[src/rtl/decoder_pkg.sv]
// decoder_pkg: shared decode/CSR types, including the CSR arbiter state and owner encodings
package decoder_pkg;

    typedef logic [31:0] word;
    typedef logic [4:0]  r;

    typedef enum logic [2:0] {
        CSR_NOP = 3'd0,
        CSR_RW  = 3'd1,
        CSR_RS  = 3'd2,
        CSR_RC  = 3'd3,
        CSR_RWI = 3'd5,
        CSR_RSI = 3'd6,
        CSR_RCI = 3'd7
    } csr_t;

    typedef logic [11:0] csr_addr_t;

    typedef enum logic {
        IDLE,
        LOCKED
    } arb_state_t;

    typedef enum logic [1:0] {
        OWN_NONE,
        OWN_C,
        OWN_H
    } owner_t;

endpackage

[src/rtl/csr_arbiter.sv]
// csr_arbiter: shares the single CSR bank port between the core (C) and hardware event (H) paths
module csr_arbiter
    import decoder_pkg::*;
#(
    parameter int MaxHwStreak = 4,
    parameter int AddrWidth   = 12
) (
    input  logic                 clk,
    input  logic                 reset,
    input  logic                 c_req,
    input  logic [AddrWidth-1:0] c_addr,
    input  csr_t                 c_op,
    input  word                  c_in,
    input  r                     c_rs1,
    output logic                 c_ack,
    output logic                 c_rvalid,
    output word                  c_rdata,
    input  logic                 h_req,
    input  logic [AddrWidth-1:0] h_addr,
    input  csr_t                 h_op,
    input  word                  h_in,
    input  r                     h_rs1,
    output logic                 h_ack,
    output logic                 h_rvalid,
    output word                  h_rdata,
    input  logic                 h_lock,
    output logic                 csr_en,
    output logic [AddrWidth-1:0] csr_addr,
    output csr_t                 csr_op,
    output word                  csr_in,
    output r                     csr_rs1,
    input  word                  csr_old
);

    localparam logic [3:0] StreakMax = 4'(MaxHwStreak);

    arb_state_t state;
    logic [3:0] streak;
    owner_t     owner;
    logic       grant_h;
    logic       grant_c;

    // H wins unless C has waited out the streak; a lock hands the bank to H alone
    always_comb begin
        grant_h = !reset && h_req && (state == LOCKED || streak < StreakMax || !c_req);
        grant_c = !reset && c_req && !grant_h && state == IDLE;
    end

    // bank request mux and per-port responses from the registered owner
    always_comb begin
        c_ack    = grant_c;
        h_ack    = grant_h;
        csr_en   = grant_c || grant_h;
        csr_addr = grant_h ? h_addr : grant_c ? c_addr : '0;
        csr_op   = grant_h ? h_op : grant_c ? c_op : CSR_NOP;
        csr_in   = grant_h ? h_in : grant_c ? c_in : '0;
        csr_rs1  = grant_h ? h_rs1 : grant_c ? c_rs1 : '0;
        c_rvalid = owner == OWN_C;
        h_rvalid = owner == OWN_H;
        c_rdata  = c_rvalid ? csr_old : '0;
        h_rdata  = h_rvalid ? csr_old : '0;
    end

    // lock state, saturating H streak seen by a waiting C, and response owner
    always_ff @(posedge clk or posedge reset) begin
        if (reset) begin
            state  <= IDLE;
            streak <= '0;
            owner  <= OWN_NONE;
        end else begin
            if (grant_h) state <= h_lock ? LOCKED : IDLE;
            if (!c_req || grant_c) streak <= '0;
            else if (grant_h && streak != StreakMax) streak <= streak + 4'd1;
            owner <= grant_h ? OWN_H : grant_c ? OWN_C : OWN_NONE;
        end
    end

endmodule
[config.mk]
export PLATFORM = sky130hd
export DESIGN_NAME = csr_arbiter
export DESIGN_NICKNAME = d
export VERILOG_FILES = /design/src/rtl/decoder_pkg.sv /design/src/rtl/csr_arbiter.sv
export SDC_FILE = /design/constraint.sdc
export NUM_CORES = 1
export LEC_CHECK = 0
export ABC_AREA = 1
export CAP_MARGIN = 5
export CORE_AREA = 4 4 100 102
export DETAILED_ROUTE_END_ITERATION = 8
export DIE_AREA = 0 0 104 106
export PLACE_DENSITY = 0.68
export SETUP_SLACK_MARGIN = 0.2
export SYNTH_ARGS = -nofsm -noshare
export SYNTH_HDL_FRONTEND = slang
export SYNTH_SLANG_ARGS = --single-unit
[constraint.sdc]
create_clock -name clk -period 1.4 [get_ports clk]
set_input_delay 0.28 -clock clk [delete_from_list [all_inputs] [get_ports clk]]
set_output_delay 0.28 -clock clk [all_outputs]
set_load 0.01 [all_outputs]
## Word level (Yosys, flattened, before mapping)

Cells that the tools add are included.

- Flip-flop bits (word level): 7
- Bits of input ports: 141
- Output and inout bits: 121
- Logic and storage cells: 38

- $add $sub $neg: 1
- Magnitude comparators: 1
- Eq/ne operators: 3
- Mux-type cells: 15
- Bitwise operators: 1
- Reductions and logical operators: 14

Operators by type and width:

| operator | count |
|---|---|
| two-way mux 32 bit | 4 |
| two-way mux 12 bit | 2 |
| two-way mux 5 bit | 2 |
| two-way mux 4 bit | 2 |
| logical AND 1 bit | 6 |
| two-way mux 3 bit | 2 |
| adder 4 x 1 -> 4 bit, second input constant | 1 |
| logical OR 1 bit | 4 |
| less-than comparator 4 x 3 -> 1 bit, second input constant | 1 |
| != test 4 x 3 -> 1 bit, second input constant | 1 |
| zero test 1 bit | 3 |
| == test 2 x 1 -> 1 bit, second input constant | 1 |
| == test 2 bit, second input constant | 1 |
| two-way mux 1 bit | 2 |
| two-way mux 2 bit | 1 |
| nonzero test 2 bit | 1 |
| NOT 1 bit | 1 |

## Logic depth before layout (Yosys ltp)

- Depth after elaboration: 9
- Gate-level depth with buffers: 9
- Depth with buffers taken out: 8

## Worst setup path before layout

No wires, ideal clock.

- Kind: register to output
- Start point: reg state
- End point: out csr_in[26]
- Arrival time: 1.146 ns
- Slack: -0.026 ns
- Cell stages (with the launch flop): 9
- Cells stage by stage: dfrtp_1 > nor2_4 > nand2_2 > nand2_2 > nand2_4 > inv_6 > buf_6 > nand2_1 > nand2_1

- Word-level cells in the longest chain between the ends: 8
- Elaborated cells between the ends (all ways): 9

RTL lines:

| item | line | source |
|---|---|---|
| from (decl) | csr_arbiter.sv:37 | `arb_state_t state;` |
| from (signal assigned) | csr_arbiter.sv:71 | `if (grant_h) state <= h_lock ? LOCKED : IDLE;` |
| logical OR 1 bit (2 in series) | csr_arbiter.sv:45 | `grant_h = !reset && h_req && (state == LOCKED \|\| streak < StreakMax \|\| !c_req);` |
| logical AND 1 bit | csr_arbiter.sv:45 |  |
| zero test 1 bit | csr_arbiter.sv:46 | `grant_c = !reset && c_req && !grant_h && state == IDLE;` |
| logical AND 1 bit | csr_arbiter.sv:46 |  |
| logical AND 1 bit * | csr_arbiter.sv:46 |  |
| via c_ack | csr_arbiter.sv:15 | `output logic c_ack,` |
| two-way mux 32 bit * (2 in series) | csr_arbiter.sv:56 | `csr_in = grant_h ? h_in : grant_c ? c_in : '0;` |
| to (decl) | csr_arbiter.sv:30 | `output word csr_in,` |

Mark *: on every way through the listed nets, which the timed path passes. The rest lies on a longest branch.

## Worst setup path in the final report

- Start point: reg state
- End point: out csr_in[13]

- Word-level cells in the longest chain between the ends: 8
- Elaborated cells between the ends (all ways): 9

RTL lines:

| item | line |
|---|---|
| logical OR 1 bit (2 in series) | csr_arbiter.sv:45 |
| logical AND 1 bit | csr_arbiter.sv:45 |
| zero test 1 bit | csr_arbiter.sv:46 |
| logical AND 1 bit (2 in series) | csr_arbiter.sv:46 |
| two-way mux 32 bit | csr_arbiter.sv:56 |
| two-way mux 32 bit * | csr_arbiter.sv:56 |

Mark *: on every way between the ends. The rest lies on a longest branch, timed or not.

==> impl_metrics.tcl <==
set metrics [dict create \
    status "complete, but fails checks" \
    violations "setup timing" \
    grt_use_total 0.200 \
    relSlewSlack 0.814 \
    p_leak_nw 3.04 \
    fmax_mhz 545 \
    path_buf_inv 3 \
    crit_type "flip-flop to primary output" \
    rr_endpoint "state" \
    cts-buffers-inserted 3 \
    clock-skew-final_ns 0.00114 \
    syn_nets 468 \
    p_int_mw 1.48 \
    p_sw_frac 0.368 \
    total_power_mw 2.34 \
    final_antenna_net_count 0 \
    io_buffers 261 \
    drt-initial-drc-count 84 \
    htreeDepth 1 \
    netlist_instances 325 \
    setup_viol 127 \
    routed_via_density 4.36 \
    p_clk_frac 0.124 \
    gp_congestion 0.803 \
    grt_pass1_vias 3353 \
    clock-sinks 7 \
    reg2reg_from "state" \
    grt_start_max_net_pins 21 \
    finalCritPeriodShare 1.31 \
    detail_route.wl_per_cell_um 17.1 \
    die_area_mm2 0.0110 \
    end_kind "primary output" \
    rr_worst_depth 10 \
    dr.pass1.iters 6 \
    fin_tns_setup_ns -37.03 \
    coreArea_mm2 0.00911 \
    vdd_drop_max_uv 176 \
    pre_cts_slack_ns -1.05 \
    grt_setup_unrepaired "true" \
    grt_pass1_wl_um 17800 \
    critPathSlowestCell "dfrtp_2" \
    ys_seq_area_frac 0.117 \
    clkSlewWorstSetupHoldPaths_ns 0.04 \
    hold_class "primary input to asynchronous set/reset pin" \
    clkLatencyLatePin_ns 0.23 \
    ctsHoldBuffers 0 \
    cp_data_arrival_time_ns 1.56 \
    required_ns 1.12 \
    antenna_found_initial 0 \
    path_cells "nor3_4 -> nand2_8 -> inv_12 -> buf_8 -> nand2_1 -> nand2_2 -> buf_6" \
    fin_crit_ns 1.84 \
    maxSlewViolCount 0 \
    worst_pin_slew_ns 0.279 \
    area_delta_synth_final_pct 316 \
    cts_max_path_buffers 2 \
    hold_viol 0 \
    reg2reg_slack_ns -0.09 \
    powerDensity_mw_per_mm2 376 \
    routed_wl_um 13000 \
    seq_power_share 0.096 \
    critPathTopFamily "simple AND/OR/NAND/NOR gates" \
    netlist_area_mm2 0.00150 \
    cap_viol_max_count 0 \
    vias 3311 \
    comb_power_share 0.780 \
    start_util 0.164 \
    die_w_um 104 \
    die_y_um 106 \
    fin_nets 793 \
    critPathLaunchType "flip-flop" \
    antenna_cells 0 \
    switchingPower_uw 861 \
    cp_slowest_stage_delay_ns 0.44 \
    cts_root_buffer "clkbuf_8" \
    cp_max_fo 6 \
    fillers 682 \
    hpwlAfterDp_um 8640 \
    tritoncts "done" \
    setup_slack_ns -0.436 \
    synth_area_per_cell_um2 4.60 \
    drc 0 \
    rows 35 \
    overflow 0 \
    ys_ff_latch 7 \
    synth_warnings 0 \
    drive_gt1_frac 0.587 \
    synth.distinct_cells 19 \
    ioPinCount 262 \
]
[metrics by stage]
step / util / hold WS (ns) / cells / instance area [um2]
2_1_floorplan: - / 0.0834 / 325 / 1800
3_5_place_dp: 0.510 / 0.596 / 705 / 4650
4_1_cts: 0.606 / 0.310 / 749 / 5520
5_1_grt: 0.683 / 0.337 / 760 / 6220
6_report: 0.683 / 0.301 / 760 / 6220
3_3_place_gp: 0.510 / 0.580 / 705 / 4650
[per-layer routing]
metal | track usage | vias to the layer above | share of wire
li1 | - | 1589 | -
met3 | 0.0534 | 16 | 0.084
met1 | 0.195 | 1528 | 0.34
met5 | 0 | - | 0
met2 | 0.410 | 178 | 0.56
met4 | 0.0494 | 0 | 0.016
[worst register-to-register path: stages (launching register included)]
cell and delay, ns:
dfrtp_2 0.44, nor2_4 0.09, nand2_2 0.08, nand2_4 0.13, inv_8 0.07, buf_12 0.13, buf_16 0.13, buf_6 0.12
buf_6 0.11, nand2_2 0.04, nand2_1 0.04
[state kept, by name, summed over array words and instances (netlist names)]
name and count:
owner 2, state 1, streak 4
[cell usage after synthesis]
master / number / area (um2)
nor2_4: 1 / 11.3
inv_1: 43 / 161
nor3_4: 1 / 16.3
nand2_4: 1 / 11.3
nor2_1: 66 / 248
nand4_1: 4 / 25.0
inv_6: 1 / 8.76
dfrtp_1: 7 / 175
ha_1: 2 / 25.0
clkbuf_1: 6 / 22.5
xor2_1: 1 / 8.76
buf_2: 4 / 20.0
a21oi_1: 3 / 15.0
buf_4: 1 / 7.51
nand2_2: 3 / 18.8
nand2_1: 170 / 638
nand3_1: 3 / 15.0
buf_6: 5 / 56.3
inv_2: 3 / 11.3
[worst max path at each step]
stage / slack (ns) / endpoint / cells past startpoint / start
2_1_floorplan: 0.01 / csr_in[26] / 9 / streak[2]
3_3_place_gp: -1.05 / csr_in[12] / 9 / h_req
3_5_place_dp: -1.05 / csr_addr[9] / 11 / c_req
4_1_cts: -0.45 / csr_in[25] / 7 / state
5_1_grt: -0.51 / csr_in[19] / 7 / state
6_report: -0.44 / csr_in[13] / 7 / state
[area by class of cell]
type                       count  area, um2  share of cell area
inverter                      47        204              0.0328
clock buffer                   4       45.0             0.00724
sequential                     7        176              0.0284
tap                          111        139              0.0223
timing repair inverter         1       11.3             0.00181
multi-input combinational    255       1870               0.301
timing repair buffer         335       3770               0.607
[cells by family (layout without fill, tap and decap cells)]
group	after synthesis	in the layout	synth area share
AO/OA/AOI/OAI	3	3	0.0100
XOR/XNOR	1	1	0.00586
adder cells (fa/ha/maj)	2	2	0.0167
buffers and inverters	63	387	0.192
flip-flops	7	7	0.117
AND/OR/NAND/NOR	249	249	0.658
[layout by cell type (no fill, tap or decap), types with 7 or more instances in the layout]
cell type,n
buf_12,13
buf_16,11
buf_2,9
buf_4,18
buf_6,141
clkdlybuf4s50_1,137
inv_1,37
nand2_1,67
nand2_2,82
nand2_4,24
nor2_1,7
nor2_4,59
[what timing repair did]
action,CTS,global route
endpoints found under the setup margin,128,128
endpoints found under the hold margin,0,0
gates resized for setup,702,131
setup buffers,28,11
pin swaps,14,9
gates cloned,12,0
[power by group through the flow]
stage | logic, mW | registers [mW] | clock network, mW
3_5_place_dp | 1.29 | 0.227 | 0
5_1_grt | 1.92 | 0.226 | 0.300
4_1_cts | 1.63 | 0.225 | 0.294
2_1_floorplan | 0.441 | 0.225 | 0
3_3_place_gp | 1.28 | 0.226 | 0
6_report | 1.82 | 0.225 | 0.291
Power figures use the tool's default switching activity.
==> patch 1, RTL diff (same settings) <==
Change the parameter `AddrWidth` from 12 to 13.
--- a/src/rtl/csr_arbiter.sv
+++ b/src/rtl/csr_arbiter.sv
@@ -4,5 +4,5 @@
 #(
     parameter int MaxHwStreak = 4,
-    parameter int AddrWidth   = 12
+    parameter int AddrWidth   = 13
 ) (
     input  logic                 clk,
Interface: changed (resized c_addr, csr_addr and h_addr); port bits go from 262 to 265. The function was not compared with the original's and may differ.
==> patch 1 against the original RTL <==
The flow still finishes with violations (negative setup slack). Area after synthesis grew 3.6%. Global-route usage shrank 0.13 points. Routed wire length fell by 0.60%. Setup slack got worse by 0.11 ns. Clock skew is 0.00075 ns lower. Non-clock buffer count grew 13. Largest cell class unchanged. Design area up 2.6%. Power up 3.2%. Sequential cell count did not move.
==> patch 1: results (changes against the original RTL) <==
----------------------------------------------------
[Global route]
  Maximum number of pins on one net before global-route repair ... 18 (-14%)
  Met1 track demand over resource in global routing ... 19.5% (-0.066 points)
  Overall Global Routing Usage ... 19.9% (-0.13 points)

[Final layout]
  Seq cells ... 7 (unchanged)
  Layout clock area frac ... 0.706% (-0.018 points)
  Fraction of area in registers ... 2.77% (-0.071 points)
  Non-clock buffer share of cell area ... 60.5% (-0.23 points)
  Multi-input combinational area share ... 30.4% (+0.32 points)

[Critical path]
  Slack of the worst reg-to-reg path ... -0.17 ns (-0.08 ns)
  End of the worst register-to-register path ... streak[3]

[Logic synthesis]
  Complex-gate fraction of the synthesized area ... 0.969% (-0.035 points)
  Main area contributors after synthesis ... nand2_1 40%, nor2_1 17%, dfrtp_1 11%, inv_1 10%, nand2_2 4.0%
  Mean Syn Cell Area ... 4.69 sq um (+2.0%)
  Library cells used by synthesis ... 21 (+2)
  Parity-gate share of the synthesized area counting xor and xnor cells ... 0% (-0.59 points)
  Fraction of the mapped netlist area in adder cells ... 1.62% (-0.058 points)

[Pwr]
  Total net switching power ... 0.000882 W (+2.5%)
  VDD IR max ... 0.192 mV (+9.1%)
  Internal Pwr Total ... 0.00153 W (+3.7%)

[STA]
  Final worst hold slack ... 0.225 ns (-0.0756 ns)
  Final setup viols ... 127 (unchanged)
  Setup slack after layout ... -0.543 ns (-0.107 ns)
  Relative slew slack ... 82.0% (+0.66 points)

[Run status]
  Violated checks ... negative setup slack
  Result of the run ... finished, violations left

[Route]
  Via density per instance ... 4.36 (about the same)
  First DRT Iteration DRCs ... 64 (-24%)

[Placement]
  Cell area after placement ... 4730 sq um (+1.9%)
  Placed instance count ... 712 (+0.99%)

----------------------------------------------------
==> patch 1: cell types whose count changed after synthesis, sizes merged <==
cell   delta
nor2      +4
nand2     +3
inv       -2
nand3     +1
xor2      -1
==> patch 1: critical path, stage by stage, from the launching register on <==
cell and delay [ns]:
dfrtp_2 0.42, buf_6 0.13, nor3_4 0.25, nand2_8 0.12, clkinv_8 0.10, buf_12 0.12, buf_6 0.09, nand2_4 0.03
nand2_2 0.06, buf_6 0.10
==> patch 1: timing repair <==
item | in CTS | in global routing
buffers inserted | 33 | 15
resized for setup | 647 | 194
pin swaps | 6 | 26
setup endpoints to repair | 128 | 129
hold buffers | 0 | 0
gates cloned | 10 | 5
==> patch 1: worst max path at each step <==
| stage | from | endpoint |
|---|---|---|
| after global routing | state | csr_rs1[1] |
| after detailed placement | reset | csr_in[8] |
| final | state | csr_in[26] |
| after CTS | state | csr_in[21] |
| after global placement | reset | csr_in[8] |
| after floorplan | state | csr_in[26] |
==> patch 2, RTL diff (same settings) <==
Made on the original files. Make the reset (`reset`) synchronous in one clocked block.
--- a/src/rtl/csr_arbiter.sv
+++ b/src/rtl/csr_arbiter.sv
@@ -63,5 +63,5 @@
 
     // lock state, saturating H streak seen by a waiting C, and response owner
-    always_ff @(posedge clk or posedge reset) begin
+    always_ff @(posedge clk) begin
         if (reset) begin
             state  <= IDLE;
Formal check against the unedited RTL: differs if reset is asserted again (counterexample within 4 cycles, from zero or initial values and one cycle with reset high); with reset held inactive, the same outputs for 10 cycles.
==> patch 2 against the original RTL <==
The flow still finishes with violations (negative setup slack). Design area grew 6.1%. Sequential power shrank 6%. Critical endpoint is now csr_addr[2]. Sequential cell count is the same. Core utilization grew 4.2 points. Critical path type unchanged. Routed wire length grew 1.5%. Register-to-register slack gained 0.08 ns. Count of clock-buffer cells in the layout is the same. Largest cell class unchanged. Area after synthesis grew 1.4%. Highest routed layer unchanged. Via count grew 3.4%. Power grew 3.3%. Setup slack lost 0.043 ns. Maximum frequency shrank 2.3%. Global-route usage grew 0.53 points. Cell count grew 3.4%.
==> patch 2: results (changes against the original RTL) <==
----------------------------------------------------
[Placement]
  Sum of net half-perimeters after detailed placement ... 8420 um (-2.6%)
  Final estimated routing congestion in global placement ... 0.896 (+12%)
  Worst setup slack before clock tree synthesis ... -0.995 ns (+0.0565 ns)

[Critical path]
  Launch point of the worst reg-to-reg path ... streak[3]
  End of the worst register-to-register path ... streak[3]
  Signal arrival time at the worst endpoint ... 1.60 ns (+0.04 ns)
  Cell count of the worst reg-to-reg path ... 12 (+2)
  Endpoint of the most critical setup path ... csr_addr[2]
  Top Family by Delay on Critical Path ... buffers and inverters

[Logic synthesis]
  Commonest cells in the netlist ... 168 x nand2_1, 67 x nor2_1, 48 x inv_1
  Main area contributors after synthesis ... nand2_1 42%, nor2_1 17%, inv_1 12%, dfxtp_1 9.2%, nand2_2 4.5%
  Portion of the post-synthesis area used by sequential elements ... 9.24% (-2.5 points)
  Syn nets ... 478 (+2.1%)

[Pwr]
  Total net switching power ... 0.000878 W (+2.0%)
  VDD IR max ... 0.249 mV (+41%)

[STA]
  Pin slew with the least headroom to its limit ... 0.243 ns (-0.0360 ns)
  Setup skew after layout ... 0.00305 ns (+0.00191 ns)
  Setup slack after layout ... -0.479 ns (-0.0431 ns)
  Final setup viols ... 118 (-7.1%)

[Clock tree]
  Buffers inserted by post-CTS timing repair ... 36 (+29%)

[Run status]
  Violated checks ... negative setup slack
  Result of the run ... finished, violations left

[Global route]
  Overall Global Routing Usage ... 20.5% (+0.53 points)

[Route]
  Total iterations of the first detailed-routing run ... 4 (-2)
  Final WL ... 13,200 um (+1.5%)

----------------------------------------------------
[patch 2: changes by cell type in the layout (fill, tap and decap cells not counted), moves of 6 or more]
cell	unedited run	this run
buf_2	9	16
dfrtp_1	6	0
nand2_1	67	54
nand2_4	24	44
nor2_2	1	11
nor2_4	59	50
[patch 2: power groups by stage]
stage | clock [W] | sequential, W | combinational [W]
3_5_place_dp | 0 | 0.000213 | 0.00126
5_1_grt | 0.000310 | 0.000212 | 0.00201
4_1_cts | 0.000297 | 0.000213 | 0.00163
3_3_place_gp | 0 | 0.000213 | 0.00126
6_report | 0.000290 | 0.000211 | 0.00191
2_1_floorplan | 0 | 0.000213 | 0.000415
[patch 2: cells by family (layout without fill, tap and decap cells)]
family,Yosys count,after routing,share of synthesized area (%)
flops,7,7,9.24
compound gates,2,2,0.825
buf+inv,67,407,20.4
fa+ha+maj,2,2,1.65
simple gates,257,257,67.9
[patch 2: layer usage]
metal  track usage, %  wire [um]  vias to the layer above
met5                0          0                        -
met4             3.04        197                        0
met3             6.07       1080                       17
met2             42.6       7540                      175
met1             20.1       4400                     1581
li1                 -          -                     1651
[patch 2: metrics by stage]
stage / power, W / utilization, % / std cells / cell area, sq um / TNS [ns]
finish: 0.00242 / 72.5 / 786 / 6600 / -31.36
detailed placement: 0.00148 / 51.1 / 717 / 4660 / -74.60
global route: 0.00253 / 72.5 / 786 / 6600 / -37.33
global placement: 0.00147 / 51.1 / 717 / 4660 / -72.79
floorplan: 0.000628 / - / 335 / 1750 / 0
CTS: 0.00214 / 61.8 / 770 / 5630 / -27.49
[patch 2: final cells by class]
class | count | area (sq um)
clock buffer | 4 | 45.0
fill | 636 | 2510
inverter | 51 | 214
multi-input combinational | 261 | 2030
sequential | 7 | 153
tap | 111 | 139
timing repair buffer | 352 | 4020
